## src/rtl/rf_arb_pkg.sv

```systemverilog
// rf_arb_pkg: shared definitions for the register-file write-port arbiter.
//   DW_DEF / AW_DEF  : default data and address widths
//   SRC_WB / SRC_LLU : encoding of rf_src (pipeline vs long-latency unit)
//   state_e          : arbiter FSM states
package rf_arb_pkg;

  localparam int DW_DEF = 32;
  localparam int AW_DEF = 5;

  localparam logic SRC_WB  = 1'b0;
  localparam logic SRC_LLU = 1'b1;

  typedef enum logic {
    ST_NORMAL = 1'b0,
    ST_FORCE  = 1'b1
  } state_e;

endpackage

```

## src/rtl/rf_wr_fifo.sv

```systemverilog
// rf_wr_fifo: synchronous FIFO buffering long-latency {addr, data} results.
//   clk, rst_n : clock, asynchronous active-low reset (empties the FIFO)
//   push       : enqueue push_data (ignored when full)
//   pop        : dequeue head (ignored when empty)
//   push_data  : entry to enqueue
//   full/empty : occupancy flags
//   count      : number of valid entries (0..DEPTH)
//   head       : oldest entry, valid while !empty
module rf_wr_fifo #(
  parameter int W     = 37,
  parameter int DEPTH = 2
) (
  input  logic                       clk,
  input  logic                       rst_n,
  input  logic                       push,
  input  logic                       pop,
  input  logic [W-1:0]               push_data,
  output logic                       full,
  output logic                       empty,
  output logic [$clog2(DEPTH):0]     count,
  output logic [W-1:0]               head
);

  localparam int PW = $clog2(DEPTH);
  localparam int CW = PW + 1;

  logic [W-1:0]  r_mem [DEPTH];
  logic [PW-1:0] r_wr_ptr;
  logic [PW-1:0] r_rd_ptr;
  logic [CW-1:0] r_count;

  logic w_do_push;
  logic w_do_pop;

  assign full      = (r_count == CW'(DEPTH));
  assign empty     = (r_count == '0);
  assign count     = r_count;
  assign head      = r_mem[r_rd_ptr];
  assign w_do_push = push && !full;
  assign w_do_pop  = pop && !empty;

  // NOTE: storage is deliberately not reset; the pointers and count define
  // which entries are valid, so clearing the array would only cost area.
  always_ff @(posedge clk) begin
    if (w_do_push) r_mem[r_wr_ptr] <= push_data;
  end

  // DEPTH is a power of two, so the pointers wrap naturally.
  always_ff @(posedge clk or negedge rst_n) begin
    if (!rst_n) begin
      r_wr_ptr <= '0;
      r_rd_ptr <= '0;
      r_count  <= '0;
    end else begin
      if (w_do_push) r_wr_ptr <= r_wr_ptr + PW'(1);
      if (w_do_pop)  r_rd_ptr <= r_rd_ptr + PW'(1);
      case ({w_do_push, w_do_pop})
        2'b10:   r_count <= r_count + CW'(1);
        2'b01:   r_count <= r_count - CW'(1);
        default: r_count <= r_count;
      endcase
    end
  end

endmodule

```

## src/rtl/rf_write_arbiter.sv

```systemverilog
// rf_write_arbiter: shares the register file's single write port between
// the pipeline writeback and a long-latency unit (mul/div). Long-latency
// results are buffered; a buffered head that waits STARVE_LIMIT un-granted
// cycles forces a one-cycle pipeline stall during which it is written.
//   clkd, rst_n            : clock, asynchronous active-low reset
//   wb_we/wb_addr/wb_data  : pipeline writeback request
//   llu_valid/addr/data    : long-latency result, accepted when llu_ready
//   llu_ready              : !full (combinational)
//   stall                  : registered one-cycle pipeline freeze
//   rf_we/rf_addr/rf_data  : registered register-file write port
//   rf_src                 : registered source of the write (SRC_WB/SRC_LLU)
//   pend_count             : buffered result count
module rf_write_arbiter
  import rf_arb_pkg::*;
#(
  parameter int DW           = DW_DEF,
  parameter int AW           = AW_DEF,
  parameter int FIFO_DEPTH   = 2,
  parameter int STARVE_LIMIT = 4
) (
  input  logic                        clkd,
  input  logic                        rst_n,
  input  logic                        wb_we,
  input  logic [AW-1:0]               wb_addr,
  input  logic [DW-1:0]               wb_data,
  input  logic                        llu_valid,
  input  logic [AW-1:0]               llu_addr,
  input  logic [DW-1:0]               llu_data,
  output logic                        llu_ready,
  output logic                        stall,
  output logic                        rf_we,
  output logic [AW-1:0]               rf_addr,
  output logic [DW-1:0]               rf_data,
  output logic                        rf_src,
  output logic [$clog2(FIFO_DEPTH):0] pend_count
);

  state_e r_state;
  state_e w_state_nxt;

  logic [3:0]       r_starve;
  logic [3:0]       w_starve_nxt;

  logic             w_full;
  logic             w_empty;
  logic [AW+DW-1:0] w_head;
  logic             w_wb_active;
  logic             w_push;
  logic             w_pop;
  logic             w_grant_wb;

  logic             r_stall;
  logic             r_rf_we;
  logic [AW-1:0]    r_rf_addr;
  logic [DW-1:0]    r_rf_data;
  logic             r_rf_src;

  assign w_wb_active = wb_we && (wb_addr != '0);
  assign llu_ready   = !w_full;
  // Register-0 results complete the handshake but are never buffered.
  assign w_push      = llu_valid && !w_full && (llu_addr != '0);

  rf_wr_fifo #(
    .W     (AW + DW),
    .DEPTH (FIFO_DEPTH)
  ) u_fifo (
    .clk       (clkd),
    .rst_n     (rst_n),
    .push      (w_push),
    .pop       (w_pop),
    .push_data ({llu_addr, llu_data}),
    .full      (w_full),
    .empty     (w_empty),
    .count     (pend_count),
    .head      (w_head)
  );

  // NOTE: every signal assigned here gets a default first so no path can
  // leave it unassigned and infer a latch.
  always_comb begin
    w_state_nxt  = r_state;
    w_starve_nxt = r_starve;
    w_pop        = 1'b0;
    w_grant_wb   = 1'b0;
    case (r_state)
      ST_NORMAL: begin
        if (w_wb_active)   w_grant_wb = 1'b1;
        else if (!w_empty) w_pop      = 1'b1;
        // Force only when the head is still waiting this cycle; if the
        // pipeline went idle and the head pops anyway, no stall is needed.
        if (w_pop || w_empty)                     w_starve_nxt = '0;
        else if (r_starve == 4'(STARVE_LIMIT))    w_state_nxt  = ST_FORCE;
        else                                      w_starve_nxt = r_starve + 4'd1;
      end
      ST_FORCE: begin
        // Entry into FORCE guarantees a buffered head; pipeline is ignored.
        w_pop        = !w_empty;
        w_starve_nxt = '0;
        w_state_nxt  = ST_NORMAL;
      end
      default: w_state_nxt = ST_NORMAL;
    endcase
  end

  // NOTE: sequential state uses non-blocking assignments so every register
  // samples the pre-edge values regardless of statement order.
  always_ff @(posedge clkd or negedge rst_n) begin
    if (!rst_n) begin
      r_state   <= ST_NORMAL;
      r_starve  <= '0;
      r_stall   <= 1'b0;
      r_rf_we   <= 1'b0;
      r_rf_addr <= '0;
      r_rf_data <= '0;
      r_rf_src  <= SRC_WB;
    end else begin
      r_state   <= w_state_nxt;
      r_starve  <= w_starve_nxt;
      r_stall   <= (w_state_nxt == ST_FORCE);
      r_rf_we   <= w_grant_wb || w_pop;
      if (w_grant_wb) begin
        r_rf_addr <= wb_addr;
        r_rf_data <= wb_data;
        r_rf_src  <= SRC_WB;
      end else if (w_pop) begin
        r_rf_addr <= w_head[AW+DW-1:DW];
        r_rf_data <= w_head[DW-1:0];
        r_rf_src  <= SRC_LLU;
      end else begin
        r_rf_addr <= '0;
        r_rf_data <= '0;
        r_rf_src  <= SRC_WB;
      end
    end
  end

  assign stall   = r_stall;
  assign rf_we   = r_rf_we;
  assign rf_addr = r_rf_addr;
  assign rf_data = r_rf_data;
  assign rf_src  = r_rf_src;

endmodule

```

## config.mk

```make
export PLATFORM = sky130hd
export DESIGN_NAME = rf_write_arbiter
export DESIGN_NICKNAME = d
export VERILOG_FILES = /design/src/rtl/rf_arb_pkg.sv /design/src/rtl/rf_wr_fifo.sv /design/src/rtl/rf_write_arbiter.sv
export SDC_FILE = /design/constraint.sdc
export NUM_CORES = 1
export LEC_CHECK = 0
export ABC_AREA = 1
export BUFFER_PORTS_ARGS = -buffer_cell sky130_fd_sc_hd__clkbuf_2
export CAP_MARGIN = 10
export CORE_MARGIN = 1.5
export CORE_UTILIZATION = 57
export DETAILED_ROUTE_END_ITERATION = 7
export HOLD_SLACK_MARGIN = 0.12
export PLACE_DENSITY = 0.85
export SLEW_MARGIN = 20
export SYNTH_ARGS = -nofsm -noshare
export SYNTH_HDL_FRONTEND = slang
export SYNTH_SLANG_ARGS = --single-unit
```

## constraint.sdc

```tcl
create_clock -name clkd -period 6.4 [get_ports clkd]
set_input_delay 0.32 -clock clkd [delete_from_list [all_inputs] [get_ports clkd]]
set_output_delay 0.32 -clock clkd [all_outputs]
set_load 0.02 [all_outputs]
```

Yosys cells after proc, flatten, opt, wreduce, memory -nomap -nowiden
Memories as Yosys holds them, arrays and structs flattened.
Index checks and enable logic that the tools add are counted.
Word-level totals
  register bits: 48
  bits in writable memories: 74
  input port bits: 78
  output and inout bits: 43
  word-level logic and storage cells: 55
  memories kept: 1
Operators by class
  $add $sub $neg: 5
  eq/ne operators: 5
  muxes and demuxes: 21
  bitwise logic cells: 1
  reductions and logical operators: 13
Memory list
  u_fifo.r_mem: words 2, bits a word 37, rd ports 1, clocked after memory_dff 0, wr ports 1, RTL line rf_wr_fifo.sv:27  | logic [W-1:0] r_mem [DEPTH];
Operators by type and width (count)
  $mux 32: 2
  $mux 1: 11
  $mux 5: 2
  $reduce_bool 5->1: 2
  $mux 4: 2
  $pmux 4 s2: 1
  $logic_and 1x1->1: 5
  $add 4x1->4 const B: 1
  $eq 2x2->1 const B: 2
  $eq 4x3->1 const B: 1
  $pmux 1 s2: 2
  $pmux 2 s2: 1
  $ne 3x3->1 const B: 1
  $add 1x1->1 const B: 2
  $add 2x1->2 const B: 1
  $eq 2x1->1 const B: 1
  $logic_not 1->1: 2
  $logic_not 2->1: 1
  $logic_or 1x1->1: 2
  $reduce_bool 2->1: 1
  $sub 2x1->2 const B: 1
  $not 1->1: 1

Depth between registers and ports, before layout
Gate-level depths: netlist (run 1).
  depth in word-level cells: 8
  gate-level depth with buffers: 10
  mapped depth without buffers: 9

Hierarchy
Synthesis (run 1) repeated with hierarchy kept, for this count alone.
Second synthesis, totals
  cell total of the unflattened synthesis: 442
  area, all modules: 4922.2 um^2
By module, submodules not included
  rf_wr_fifo: instances 1, cells each 226, area an instance 2939.1 um^2, seq. area each 2322.2 um^2
  rf_write_arbiter: instances 1, cells each 216, area an instance 1983.2 um^2, seq. area each 1101.1 um^2

Least setup slack after synthesis (run 1)
OpenSTA, ideal clock, no wires.
  kind: flip-flop to flip-flop
  start point: reg u_fifo.r_count[0] (netlist: u_fifo.count[0])
  end point: mem u_fifo.r_mem[1][0], enable pin
  setup time: 0.433 ns
  arrival time: 2.437 ns
  required time: 5.967 ns
  setup slack: 3.530 ns
  stages on the path, launching flop included: 5
  path buffers: 0
  period minus slack after synthesis: 2.870 ns
  path through: dfrtp_1 inv_2 a21boi_1 nand2_1 nor2_1
Between the ends
  longest elaborated chain between the ends: 7
RTL lines
  from (decl): RTL line rf_wr_fifo.sv:30  | logic [CW-1:0] r_count;
  from (signal assigned): RTL line rf_wr_fifo.sv:58  | 2'b10: r_count <= r_count + CW'(1);
  from (signal assigned): RTL line rf_wr_fifo.sv:59  | 2'b01: r_count <= r_count - CW'(1);
  from (signal assigned): RTL line rf_wr_fifo.sv:60  | default: r_count <= r_count;
  $eq 2x2->1 *: RTL line rf_wr_fifo.sv:35  | assign full = (r_count == CW'(DEPTH));
  $logic_not 1->1 *: RTL line rf_wr_fifo.sv:39, rf_write_arbiter.sv:61
  $logic_and 1x1->1 (2 in series): RTL line rf_write_arbiter.sv:61  | assign w_push = llu_valid && !w_full && (llu_addr != '0);
  $logic_and 1x1->1 *: RTL line rf_wr_fifo.sv:39  | assign w_do_push = push && !full;
  $mux 1 *: RTL line rf_wr_fifo.sv:45  | if (w_do_push) r_mem[r_wr_ptr] <= push_data;
  $mux 1 (not written as such) *: RTL line rf_wr_fifo.sv:45
  to (decl): RTL line rf_wr_fifo.sv:27
Mark *: on every way between the ends. The rest lies on a longest branch, timed or not.

Worst setup path in the final report (run 1)
  start point: in wb_addr[0]
  end point: reg u_fifo.r_count[1] (netlist: u_fifo.count[1])
Between the ends
  longest elaborated chain between the ends: 8
  elaborated cells on any way between the ends: 10
  those cells by class: eq/ne (2); mux (4); reduce/logical (4)
RTL lines
  from (decl): RTL line rf_write_arbiter.sv:24  | input logic [AW-1:0] wb_addr,
  $reduce_bool 5->1 *: RTL line rf_write_arbiter.sv:58  | assign w_wb_active = wb_we && (wb_addr != '0);
  $logic_and 1x1->1 *: RTL line rf_write_arbiter.sv:58
  $mux 1 *: RTL line rf_write_arbiter.sv:87  | if (w_wb_active) w_grant_wb = 1'b1;
  $mux 1 *: RTL line rf_write_arbiter.sv:85  | case (r_state)
  $pmux 1 s2 *: RTL line rf_write_arbiter.sv:85
  $logic_and 1x1->1 *: RTL line rf_wr_fifo.sv:40  | assign w_do_pop = pop && !empty;
  named net u_fifo.w_do_pop: RTL line rf_wr_fifo.sv:33  | logic w_do_pop;
  $eq 2x1->1 / $eq 2x2->1 (equally long branches): RTL line rf_wr_fifo.sv:57  | case ({w_do_push, w_do_pop})
  $pmux 2 s2 / $reduce_bool 2->1 (equally long branches)
Mark *: on every way through the listed nets, which the timed path passes. The rest lies on a longest branch. The select of a mux whose other input is x is not followed.
A chain may end at the register's enable or synchronous reset.

==> flow_summary.ini, run 1 <==
[timing]
whs_ns = 0.147
rsz0062_at_grt = false
tightest_slew_ns = 0.911
slew_headroom = 0.392
finalSetupViolations = 0
drv_slew = 0
fmax_mhz = 375
hold_violations = 0
layout_setup_ws_ns = 3.73
skew_ns = 0.00635
min_period_ns = 2.67
setup-tns-final_ns = 0
period_share = 0.417

[detailed_routing]
drt_iter0_drc = 360
routed_wl_um = 13000
num_vias = 3903
vias_per_cell = 5.29
drc_errors = 0
detail_route.wl_per_cell_um = 17.7
firstDrtPassIters = 5
ant_nets = 0

[placement]
place_hpwl_um = 6310
placed_area_mm2 = 0.00537
routabilityCongestion = 0.727
place.port_buffers = 120
dp_slack_ns = 3.89

[global_route]
antenna_found_initial = 0
grt_pass1_vias = 3875
grt_pass1_wl_um = 19400
grtUsageTotal = 0.305
grt_max_degree = 49
overflow = 0

[synth]
ys_seq_area_frac = 0.721
synth_mux_area_frac = 0
synth_xor_area_frac = 0.00553
synthAdderAreaFrac = 0.00790
syn_inst = 422
yosysWarnings = 0
yosys.area_share.simple = 0.221
yosys_register_bits = 122
syn_nets = 503
synth_cell_types = 23
synth_compound_area_frac = 0.00685
synth_top_family_by_area = simple AND/OR/NAND/NOR gates
syn_area_mm2 = 0.00475
synth.avg_cell_area_um2 = 11.3

[setup_path]
cp.required_ns = 6.79
cp_max_fo = 41
path_class = primary input to flop
startpoint_type = primary input
r2r_cells = 8
end_kind = flop
critPathArrivalTime_ns = 3.06

[final_layout]
drive_gt1_frac = 0.261
nets = 701
diodes = 0
syn2layout_area_growth_pct = 42.5
fin_area_mm2 = 0.00677
final_util = 0.832

[floorplan]
coreArea_mm2 = 0.00813
rows = 33
initial_core_util = 0.584
die_x_um = 94.3
dieHeight_um = 94.3
dieArea_mm2 = 0.00889
io_pins = 121

[clocking]
clk_pin_slew_ns = 0.06
clkSinkCount = 122
htreeDepth = 4
post_cts_resized = 0
cts_setup_buffers = 0
hold_buffers = 75
cts_buffers = 17
insertion_delay_ns = 0.51
cts_buffer_depth = 2
tritoncts = done
clockRootBuffer = clkbuf_8

[job]
max_cap_violations = 0

[power]
vdd_ir_drop_max_uv = 289
cellLeakagePower_uw = 0.00325
power_density_mw_per_mm2 = 432

[hold_path]
hp-class = primary input to flop
holdPathStages = 3

[outcome]
outcome = finished, final reports clean
[cells in the mapped netlist]
library cell,count,area share
clkbuf_1,1,0.00079
a21boi_1,1,0.0016
nor3_2,1,0.0021
nand3_2,3,0.0063
edfxtp_1,74,0.47
nor3_1,1,0.0011
xor2_1,2,0.0037
nand2_2,2,0.0026
buf_2,9,0.0095
a21oi_1,3,0.0032
nand3_1,40,0.042
buf_6,5,0.012
xnor2_1,1,0.0018
nand2_1,199,0.16
buf_4,4,0.0063
inv_1,10,0.0079
dfrtp_1,48,0.25
nor2_1,10,0.0079
nand4_1,1,0.0013
o21ai_0,2,0.0021
ha_1,3,0.0079
inv_4,1,0.0013
inv_2,1,0.00079
[power breakdown]
part           switching, uW  total [uW]  internal, uW  leakage (uW)
registers                117        1170          1050       0.00128
clock network            351         969           618      0.000305
logic                    530         780           250       0.00166
total                    998        2920          1920       0.00325
[kinds of logic after synthesis]
logic type,Yosys count
flops,122
simple gates,257
fa+ha+maj,3
buf+inv,31
compound gates,6
xor+xnor,3
[layout by cell type, fill, tap and decap left out]
cell           instances
nor2_1                 8
o21ai_0                2
buf_8                  1
clkinv_4               3
inv_2                  2
ha_1                   3
clkbuf_8               2
nand4_1                1
nor3_2                 1
a21boi_1               1
nand3_1               40
clkbuf_1               2
xor2_1                 2
buf_12                 1
buf_4                  1
nor3_1                 1
dfrtp_1               47
clkbuf_2             120
nor2_4                 2
nand2_2                2
bufinv_16              1
inv_4                  1
dlygate4sd3_1         75
nand3_2                3
clkinv_2               4
clkbuf_16             20
a21oi_1                3
xnor2_1                1
inv_1                  9
nand2_1              199
dfrtp_2                1
edfxtp_1              74
[stage by stage]
stage	std cells	total power, uW
floorplan	422	1640
global placement	629	1820
detailed placement	629	1860
CTS	736	2870
global route	738	3040
finish	738	2920
[state kept, by name, summed over array words and instances (netlist names)]
register	count
u_fifo.r_mem	74
rf_data	32
rf_addr	5
r_starve	4
u_fifo.count	2
rf_src	1
rf_we	1
stall	1
u_fifo.r_rd_ptr	1
u_fifo.r_wr_ptr	1
[layer usage]
layer | share of wire | vias up | track usage | wire length, um
met3 | 0.074 | 36 | 0.0777 | 964
met1 | 0.38 | 1843 | 0.357 | 5000
met5 | 0 | - | 0 | 0
li1 | - | 1785 | - | -
met2 | 0.51 | 239 | 0.516 | 6660
met4 | 0.031 | 0 | 0.162 | 398
[final timing paths]
path | startpoint | to | slack [ns]
worst min register to register | u_fifo.r_mem[1][21]$_DFFE_PP_ | rf_data[21]$_DFF_PN0_ | 0.57
worst max register to register | stall$_DFF_PN0_ | u_fifo.count[1]$_DFFE_PN0P_ | 3.79
min in group asynchronous | rst_n | rf_data[26]$_DFF_PN0_ | 0.45
worst max-delay path | wb_addr[0] | u_fifo.count[1]$_DFFE_PN0P_ | 3.73
worst min-delay path | wb_we | stall$_DFF_PN0_ | 0.15
max in group asynchronous | rst_n | u_fifo.r_rd_ptr$_DFFE_PN0P_ | 5.47
[layout make-up]
cell class,instances,area (um2)
repair buffers,198,1390
flip-flops and latches,122,3420
multi-input cells,269,1160
fillers,411,1370
clock inverters,8,76.3
clock buffers,24,536
well taps,105,131
inverters,12,47.5
[worst max-delay path, stage by stage]
cell	delay, ns
dlygate4sd3_1	0.54
clkbuf_2	0.14
nor2_1	0.07
nand3_2	0.08
nand3_2	0.69
nand2_2	0.36
inv_1	0.10
ha_1	0.33
a21oi_1	0.13
o21ai_0	0.12
xor2_1	0.16
Note: power is estimated with default switching activity, not from simulation.
==> inputs of run 2 (changes only) <==
--- a/config.mk
+++ b/config.mk
@@ -9,10 +9,10 @@
 export BUFFER_PORTS_ARGS = -buffer_cell sky130_fd_sc_hd__clkbuf_2
 export CAP_MARGIN = 10
 export CORE_MARGIN = 1.5
-export CORE_UTILIZATION = 57
+export CORE_UTILIZATION = 52
 export DETAILED_ROUTE_END_ITERATION = 7
 export HOLD_SLACK_MARGIN = 0.12
-export PLACE_DENSITY = 0.85
+export PLACE_DENSITY = 0.78
 export SLEW_MARGIN = 20
 export SYNTH_ARGS = -nofsm -noshare
 export SYNTH_HDL_FRONTEND = slang
==> constraint.sdc (replaced) <==
create_clock -name clkd -period 2.6 [get_ports clkd]
set_input_delay 0.13 -clock clkd [delete_from_list [all_inputs] [get_ports clkd]]
set_output_delay 0.13 -clock clkd [all_outputs]
set_load 0.02 [all_outputs]
==> run 2 against run 1 <==
The flow now finishes with violations (design-rule violations). Combinational power grew to 2.6 times the previous value. Sequential cell count stayed put. Via count is 0.49% lower. Count of clock-buffer cells in the layout is 7 lower. Die area is 9.3% higher. Clock power is 150% higher. Critical path type is now flop to flop. Setup slack worse by 3.1 ns. First-iteration DRC count is 23% lower.
==> flow_summary.ini, run 2 (same netlist as run 1, synthesis figures left out) <==
[global_route]
antenna_found_initial = 0
overflow = 0
grt_max_degree = 41
grt_pass1_wl_um = 19800
grtUsageTotal = 0.271
grt_pass1_vias = 4159

[timing]
min_period_ns = 2.01
finalSetupViolations = 0
tightest_slew_ns = 0.654
skew_ns = 0.00901
whs_ns = 0.179
setup-tns-final_ns = 0
hold_violations = 0
drv_slew = 0
period_share = 0.775
rsz0062_at_grt = false
fmax_mhz = 496
slew_headroom = 0.564

[final_layout]
syn2layout_area_growth_pct = 43.5
fin_area_mm2 = 0.00682
multiInputGateArea_mm2 = 0.00116
fill_cells = 494
layout_commonest_cell = nand2_1
area.sequential_mm2 = 0.00342
nets = 709
drive_gt1_frac = 0.265
largest_reg_flops = 74
diodes = 0
final_cell_mix = 199 x nand2_1, 120 x clkbuf_2, 77 x dlygate4sd3_1
largest-register = u_fifo.r_mem

[setup_path]
critPathMaxStageDelay_ns = 0.47
cp_cell_sequence = inv_2, a21boi_1, nand2_1, nor2_4, buf_4
worst_path_max_delay_cell = nor2_4
end_kind = flop
cp.required_ns = 2.80
cp_num_buf_inv = 2
path_class = flop to flop
cpLargestDelayFamily = simple AND/OR/NAND/NOR gates
cp_max_fo = 18
critPathArrivalTime_ns = 2.21
startpoint_type = flop

[clocking]
cts_buffers = 17
clkSinkCount = 122
htreeDepth = 4
clockRootBuffer = clkbuf_8
cts_setup_buffers = 0
tritoncts = done
cts_buffer_depth = 2
clk_pin_slew_ns = 0.06
insertion_delay_ns = 0.51

[floorplan]
initial_core_util = 0.539
coreArea_mm2 = 0.00881
dieHeight_um = 98.6
io_pins = 121
rows = 34
dieArea_mm2 = 0.00972
die_x_um = 98.6

[detailed_routing]
routedLengthMet1_um = 4590
drt_iter0_drc = 276
ant_nets = 0
detail_route.wl_per_cell_um = 16.6
vias_per_cell = 5.19
firstDrtPassIters = 7
num_vias = 3884
wl_met2_um = 6740
routed_wl_um = 12400
drc_errors = 7
met3_length_um = 819
top_layer = met4

[power]
vdd_ir_drop_max_uv = 576
total_power_uw = 7180
power_density_mw_per_mm2 = 1050
cellLeakagePower_uw = 0.00326

[placement]
routabilityCongestion = 0.761
placed_area_mm2 = 0.00543
place_hpwl_um = 6780
place.port_buffers = 120

[job]
max_cap_violations = 0

[hold_path]
hp-class = primary input to asynchronous set/reset pin

[outcome]
outcome = finished with violations
violations = design-rule violations
## run 2: cell count changes in the layout (fill, tap and decap cells not counted), sizes merged
cell,before,now
clkinvlp,0,4
clkinv,7,6
dlygate4sd3,75,77
clkbuf,144,137
inv,12,13
bufinv,1,4
buf,3,9
## run 2: metrics by stage
| step | instances | setup WS, ns | util |
|---|---|---|---|
| floorplan | 422 | 0.337 | - |
| global placement | 640 | 0.718 | 0.617 |
| detailed placement | 640 | 0.611 | 0.617 |
| CTS | 749 | 0.592 | 0.774 |
| global route | 749 | 0.432 | 0.774 |
| finish | 749 | 0.585 | 0.774 |
## run 2: worst paths after layout
check / depth (start not counted) / from / slack (ns) / endpoint
min: 2 / rst_n / 0.18 / rf_src$_DFF_PN0_
max reg2reg: 5 / u_fifo.count[0]$_DFFE_PN0P_ / 0.59 / u_fifo.r_mem[0][24]$_DFFE_PP_
max in group asynchronous: 3 / rst_n / 1.65 / rf_data[21]$_DFF_PN0_
max: 5 / u_fifo.count[0]$_DFFE_PN0P_ / 0.59 / u_fifo.r_mem[0][24]$_DFFE_PP_
min reg2reg: 1 / u_fifo.count[0]$_DFFE_PN0P_ / 0.56 / u_fifo.count[0]$_DFFE_PN0P_
min in group clkd: 2 / llu_data[26] / 0.36 / u_fifo.r_mem[1][26]$_DFFE_PP_
## run 2: metal layers
metal / track usage / vias to the layer above
li1: - / 1798
met1: 0.308 / 1849
met2: 0.492 / 207
met3: 0.0582 / 30
met4: 0.123 / 0
met5: 0 / -
## run 2: timing repair
| action | in CTS | in global routing |
|---|---|---|
| setup endpoints to repair | 0 | 0 |
| hold buffers | 77 | 0 |
| resized for setup | 0 | 0 |
| endpoints found under the hold margin | 142 | 0 |
## run 2: cell type report
type,instances,area share
flip-flops and latches,122,0.502
repair buffers,206,0.211
multi-input cells,269,0.170
clock buffers,17,0.0607
clock inverters,15,0.0292
well taps,108,0.0198
inverters,12,0.00697
## run 2: power by group
part | leakage (uW) | switching, uW | internal (uW)
Combinational | 0.00170 | 1370 | 632
Clock | 0.000288 | 861 | 1550
Sequential | 0.00128 | 170 | 2590
Total | 0.00326 | 2400 | 4780
